===== config.mk =====
export PLATFORM = sky130hd
export DESIGN_NAME = if_stage
export DESIGN_NICKNAME = d
export VERILOG_FILES = /design/src/rtl/if_pkg.sv /design/src/rtl/if_stage_fetch_skid_buf.sv /design/src/rtl/if_stage.sv
export SDC_FILE = /design/constraint.sdc
export NUM_CORES = 1
export LEC_CHECK = 0
export CORE_ASPECT_RATIO = 0.5
export CORE_UTILIZATION = 39
export DETAILED_ROUTE_END_ITERATION = 7
export PLACE_DENSITY = 0.75
export SETUP_SLACK_MARGIN = 0.05
export SYNTH_ARGS = -nofsm -noshare
export SYNTH_HDL_FRONTEND = slang
export SYNTH_SLANG_ARGS = --single-unit

===== constraint.sdc =====
create_clock -name clk -period 2.3 [get_ports clk]
set_clock_uncertainty 0.1 [all_clocks]
set_input_delay 0.46 -clock clk [delete_from_list [all_inputs] [get_ports clk]]
set_output_delay 0.46 -clock clk [all_outputs]
set_load 0.02 [all_outputs]

===== src/rtl/if_pkg.sv =====
// Shared types and constants for the instruction-fetch stage.
// IF_PERF_CNT_EN (optional) adds fetch/stall performance counters to if_stage.
package if_pkg;

  localparam int PC_W = 32;

  localparam logic [PC_W-1:0] RESET_PC_DEF  = 32'h0000_0000;
  localparam logic [31:0]     NOP_INSTR_DEF = 32'h0000_0013;

  typedef enum logic [1:0] {
    S_IDLE = 2'd0,
    S_REQ  = 2'd1,
    S_WAIT = 2'd2,
    S_HOLD = 2'd3
  } if_state_t;

  function automatic logic [PC_W-1:0] align_pc(input logic [PC_W-1:0] pc);
    return pc & ~32'h0000_0003;
  endfunction

endpackage


===== src/rtl/if_stage_fetch_skid_buf.sv =====
// One-entry buffer holding a fetched instruction and its PC while decode is stalled.
module fetch_skid_buf
  import if_pkg::*;
(
  input  logic            clk,
  input  logic            rst,
  input  logic            i_load,
  input  logic            i_drain,
  input  logic            i_clear,
  input  logic [31:0]     i_data,
  input  logic [PC_W-1:0] i_pc,
  output logic            o_valid,
  output logic [31:0]     o_data,
  output logic [PC_W-1:0] o_pc
);

  logic            r_valid;
  logic [31:0]     r_data;
  logic [PC_W-1:0] r_pc;

  always_ff @(posedge clk or negedge rst) begin
    if (!rst) begin
      r_valid <= 1'b0;
      r_data  <= '0;
      r_pc    <= '0;
    end else if (i_clear) begin
      r_valid <= 1'b0;
    end else if (i_load) begin
      r_valid <= 1'b1;
      r_data  <= i_data;
      r_pc    <= i_pc;
    end else if (i_drain) begin
      r_valid <= 1'b0;
    end
  end

  assign o_valid = r_valid;
  assign o_data  = r_data;
  assign o_pc    = r_pc;

endmodule


===== src/rtl/if_stage.sv =====
// Instruction-fetch stage: PC, memory req/gnt/rvalid handshake and the IF/ID register.
// Optional IF_PERF_CNT_EN adds perf_fetch_cnt / perf_stall_cnt outputs.
//
// state | meaning
// IDLE  | out of reset, no request yet
// REQ   | im_req high at pc, waiting for grant
// WAIT  | request granted, waiting for rvalid (kill drops it)
// HOLD  | response parked in skid buffer until stall falls
module if_stage
  import if_pkg::*;
#(
  parameter logic [PC_W-1:0] RESET_PC  = RESET_PC_DEF,
  parameter logic [31:0]     NOP_INSTR = NOP_INSTR_DEF
) (
  input  logic            clk,
  input  logic            rst,
  input  logic            stall,
  input  logic            redirect,
  input  logic [PC_W-1:0] redirect_pc,
  output logic            im_req,
  output logic [PC_W-1:0] im_addr,
  input  logic            im_gnt,
  input  logic            im_rvalid,
  input  logic [31:0]     im_rdata,
  output logic [PC_W-1:0] IF_pc_out,
  output logic [31:0]     IF_instr_out,
  output logic            IF_valid
`ifdef IF_PERF_CNT_EN
  ,
  output logic [31:0]     perf_fetch_cnt,
  output logic [31:0]     perf_stall_cnt
`endif
);

  if_state_t       r_state, w_state_nxt;
  logic [PC_W-1:0] r_pc, w_pc_nxt;
  logic            r_kill, w_kill_nxt;
  logic            w_if_load, w_buf_load, w_buf_drain, w_buf_clear;
  logic            w_buf_valid;
  logic [31:0]     w_buf_data, w_if_instr;
  logic [PC_W-1:0] w_buf_pc, w_if_pc, w_redir_pc;
  logic            w_rsp_ok;

  assign w_redir_pc = align_pc(redirect_pc);
  assign w_rsp_ok   = (r_state == S_WAIT) && im_rvalid && !r_kill && !redirect;

  always_ff @(posedge clk or negedge rst) begin
    if (!rst) begin
      r_state <= S_IDLE;
      r_pc    <= RESET_PC;
      r_kill  <= 1'b0;
    end else begin
      r_state <= w_state_nxt;
      r_pc    <= w_pc_nxt;
      r_kill  <= w_kill_nxt;
    end
  end

  always_comb begin
    w_state_nxt = r_state;
    case (r_state)
      S_IDLE: w_state_nxt = S_REQ;
      S_REQ:  if (im_gnt) w_state_nxt = S_WAIT;
      S_WAIT: if (im_rvalid) w_state_nxt = (w_rsp_ok && stall) ? S_HOLD : S_REQ;
      S_HOLD: if (redirect || !stall) w_state_nxt = S_REQ;
      default: w_state_nxt = S_IDLE;
    endcase
  end

  always_comb begin
    w_pc_nxt    = redirect ? w_redir_pc : r_pc;
    w_kill_nxt  = r_kill;
    w_if_load   = 1'b0;
    w_buf_load  = 1'b0;
    w_buf_drain = 1'b0;
    w_buf_clear = 1'b0;
    case (r_state)
      S_REQ: if (im_gnt && redirect) w_kill_nxt = 1'b1;
      S_WAIT: begin
        if (im_rvalid) begin
          w_kill_nxt = 1'b0;
          if (w_rsp_ok && stall) begin
            w_buf_load = 1'b1;
          end else if (w_rsp_ok) begin
            w_if_load = 1'b1;
            w_pc_nxt  = r_pc + 32'd4;
          end
        end else if (redirect) begin
          w_kill_nxt = 1'b1;
        end
      end
      S_HOLD: begin
        if (redirect) begin
          w_buf_clear = 1'b1;
        end else if (!stall && w_buf_valid) begin
          w_if_load   = 1'b1;
          w_buf_drain = 1'b1;
          w_pc_nxt    = r_pc + 32'd4;
        end
      end
      default: ;
    endcase
  end

  assign im_req  = (r_state == S_REQ);
  assign im_addr = r_pc;

  fetch_skid_buf u_skid (
    .clk     (clk),
    .rst     (rst),
    .i_load  (w_buf_load),
    .i_drain (w_buf_drain),
    .i_clear (w_buf_clear),
    .i_data  (im_rdata),
    .i_pc    (r_pc),
    .o_valid (w_buf_valid),
    .o_data  (w_buf_data),
    .o_pc    (w_buf_pc)
  );

  assign w_if_instr = (r_state == S_HOLD) ? w_buf_data : im_rdata;
  assign w_if_pc    = (r_state == S_HOLD) ? w_buf_pc   : r_pc;

  // Without stall or a new load, decode has consumed IF/ID, so a bubble is inserted.
  always_ff @(posedge clk or negedge rst) begin
    if (!rst) begin
      IF_pc_out    <= '0;
      IF_instr_out <= NOP_INSTR;
      IF_valid     <= 1'b0;
    end else if (redirect) begin
      IF_instr_out <= NOP_INSTR;
      IF_valid     <= 1'b0;
    end else if (w_if_load) begin
      IF_pc_out    <= w_if_pc;
      IF_instr_out <= w_if_instr;
      IF_valid     <= 1'b1;
    end else if (!stall) begin
      IF_instr_out <= NOP_INSTR;
      IF_valid     <= 1'b0;
    end
  end

`ifdef IF_PERF_CNT_EN
  always_ff @(posedge clk or negedge rst) begin
    if (!rst) begin
      perf_fetch_cnt <= '0;
      perf_stall_cnt <= '0;
    end else begin
      if (w_if_load)         perf_fetch_cnt <= perf_fetch_cnt + 32'd1;
      if (stall && IF_valid) perf_stall_cnt <= perf_stall_cnt + 32'd1;
    end
  end
`endif

endmodule


==> flow_summary_export.csv <==
group,metric,value,unit
synthesis,synthXorXnorAreaFrac,0.4631,%
power_and_ir_drop,p_leak,4.399,nW
critical_path,worst-path-buf-inv,1,
drt,post_drt_wl_per_cell,16.61,microns
critical_path,crit_path_max_incr_delay,670,ps
critical_path,rr_endpoint,"im_addr[8]",
drt,viasPerCell,5.212,
critical_path,cp_max_fo,9,
sta,max_freq,0.4570,GHz
min_path,hold_path_end,"im_addr[0]",
clocking,htreeDepth,4,
sta,rsz0062_at_grt,"no",
critical_path,r2r_cells,8,
floorplanning,core,18700,sq um
floorplanning,die_y,100.5,microns
outcome,status,"finished clean",
floorplanning,rows,35,
synthesis,synthTopCellsByCount,"162 x dfrtp_1, 105 x nand2_1, 82 x o21ai_0",
synthesis,syn_inst,684,
power_and_ir_drop,p_int,6.314,mW
min_path,holdPathStages,2,
synthesis,synth_adder_area_share,0.8270,%
critical_path,crit_family,"buffers and inverters",
placed_design,post-place-ws,-136.9,ps
placed_design,io_buffers,165,
power_and_ir_drop,peakVddDrop,0.6729,mV
synthesis,syn_area_per_cell,11.06,sq um
critical_path,crit_required,1740,ps
sta,slew_violations,0,
sta,fin_tns_setup,0,ps
finish,fin_area,10290,sq um
sta,timing.final.crit_period,2188,ps
finish,areaGrowthSynthToFinish,36.01,%
synthesis,async_flop_share,100.0,%
power_and_ir_drop,swShare,32.37,%
sta,tightest_slew,509.9,ps
synthesis,synth-seq-cells,165,
critical_path,critPathLaunchType,"register",
global_routing,grt_pass1_vias,5964,
power_and_ir_drop,power_density,907.4,nW/um^2
synthesis,yosys.cell_types.count,50,
min_path,hp-class,"in -> reg",
job,max_cap_viol_count,0,
sta,slew_headroom,66.01,%
clocking,cts_made_buffers,17,
critical_path,endpoint_kind,"primary output",
synthesis,yosys.area_share.simple,10.83,%
synthesis,synthFlopType,"dfrtp_1",
sta,hold-worst-slack,264.3,ps
global_routing,overflow,0,
power_and_ir_drop,combPwrFrac,29.1,%
synthesis,synth-edff-count,0,
power_and_ir_drop,power_frac_seq,42.4,%
synthesis,ys_warn_count,0,
clocking,clock-sinks,165,
min_path,min_from,"redirect",
clocking,cts_tree,"yes",
global_routing,antenna_found_initial,0,
finish,postLayoutCoreUtil,55.02,%
clocking,root_buffer,"clkbuf_16",
clocking,clk_latency,420,ps
placed_design,placed_cell_area,9721,sq um
clocking,path_clk_slew,70,ps
critical_path,worstSetupPathDepth,1,
synthesis,seq_area_frac_synth,54.63,%
floorplanning,die_x,199.0,microns
finish,antennaDiodeCount,0,
finish,drive_above_1_share,17.66,%
drt,ant_nets,0,
global_routing,grt_max_degree,67,
drt,num_vias,5895,
global_routing,grt_pass1_wl,30180,microns
power_and_ir_drop,switchingPower,3.022,mW
placed_design,place_hpwl,13010,microns
sta,fin_ws,111.9,ps
sta,period_share,95.14,%
synthesis,synth_area_leaders,"dfrtp_1 54%, mux2_2 9.5%, mux2i_1 8.7%, o21ai_0 5.4%, nand2_1 5.2%",
synthesis,syn_area,7565,sq um
drt,first_pass_iters,5,
synthesis,synth_top_family_by_area,"multiplexers",
synthesis,synth_top_area_cell,"dfrtp_1",
critical_path,critPathArrivalTime,1630,ps
critical_path,path_cells,"clkdlybuf4s50_1",
drt,wl,18790,microns
sta,finalHoldViolations,0,
synthesis,synth.most_common_cell,"dfrtp_1",
drt,drcViolationCount,0,
floorplanning,floorplan.initialDensity,40.46,%
critical_path,slowest_stage,"clkdlybuf4s50_1",
synthesis,muxShareOfSynthArea,18.26,%
synthesis,syn_nets,759,
critical_path,worstReg2RegStart,"r_state[1]",
synthesis,synth_compound_area_share,11.53,%
critical_path,setup.worst_path.class,"reg -> out",
finish,nets,935,
power_and_ir_drop,p_clk_share,28.5,%
critical_path,reg2reg_setup_slack,160,ps
clocking,clk_path_buf_depth,2,
placed_design,gp_congestion,0.8326,
floorplanning,dieArea,19990,sq um
drt,drtIter0Drc,249,
global_routing,track_usage,19.22,%
floorplanning,ios,168,
synthesis,yosysTopAreaCellShare,53.59,%
sta,setup_viol,0,
[worst max path at each step]
stage                      from          end
floorplan            im_addr[2]  im_addr[28]
global placement      im_rvalid  im_addr[14]
detailed placement    im_rvalid   im_addr[8]
CTS                  r_state[1]   im_addr[8]
global route        im_addr[16]  im_addr[16]
finish              im_addr[20]  im_addr[20]
[stage by stage]
step,power [mW],instances
CTS,9.415,1131
global placement,6.629,1099
finish,9.336,1131
global route,9.811,1131
floorplan,5.436,684
detailed placement,6.739,1099
[layout make-up]
cell class	instances	area, sq um
Timing Repair Buffer	207	2039
Inverter	7	26.28
Multi-Input combinational cell	462	3219
Sequential cell	165	4134
Fill cell	1612	8411
Clock buffer	17	425.4
Tap cell	259	324.1
Clock inverter	14	120.1
[sequential cells by signal, indices dropped and copies added, names as in the netlist]
name            cells
IF_valid            1
IF_pc_out          32
u_skid.o_pc        32
im_addr            32
r_kill              1
u_skid.o_valid      1
r_state             2
u_skid.o_data      32
IF_instr_out       32
[cells in the final DEF, fill, tap and decap left out, drive strengths merged, types with 16 or more instances in the layout]
cell type,n
clkdlybuf4s50,162
mux2,64
nand3,16
mux2i,66
clkbuf,17
nand2,105
buf,43
dfrtp,162
nor2,20
o21ai,82
[layer usage]
metal	wire, microns	global-route usage, %	vias up
li1	-	-	2804
met1	8367	24.87	2927
met2	9436	32.54	152
met3	827	4.316	12
met4	157	5.503	0
met5	0	0	-
[cell families after synthesis]
family | count (synthesis)
and+or+nand+nor | 180
DFF | 165
AOI/OAI and AO/OA | 143
muxes | 130
buffers and inverters | 57
adders and majority gates | 5
xor gates and xnor gates | 4
[power groups by stage]
stage	Clock [mW]	Combinational, mW	Sequential [mW]
floorplan	0	1.12	4.31
global placement	0	2.65	3.97
detailed placement	0	2.73	4.01
CTS	2.73	2.73	3.96
global route	2.85	2.93	4.04
finish	2.66	2.71	3.96
[what timing repair did]
| action | CTS | global route |
|---|---|---|
| hold endpoints to repair | 32 | 0 |
| setup endpoints to repair | 1 | 32 |
| gates resized for setup | 1 | 4 |
| hold buffers | 1 | 0 |
| buffers inserted | 0 | 0 |
(Power assumes the default switching activity.)
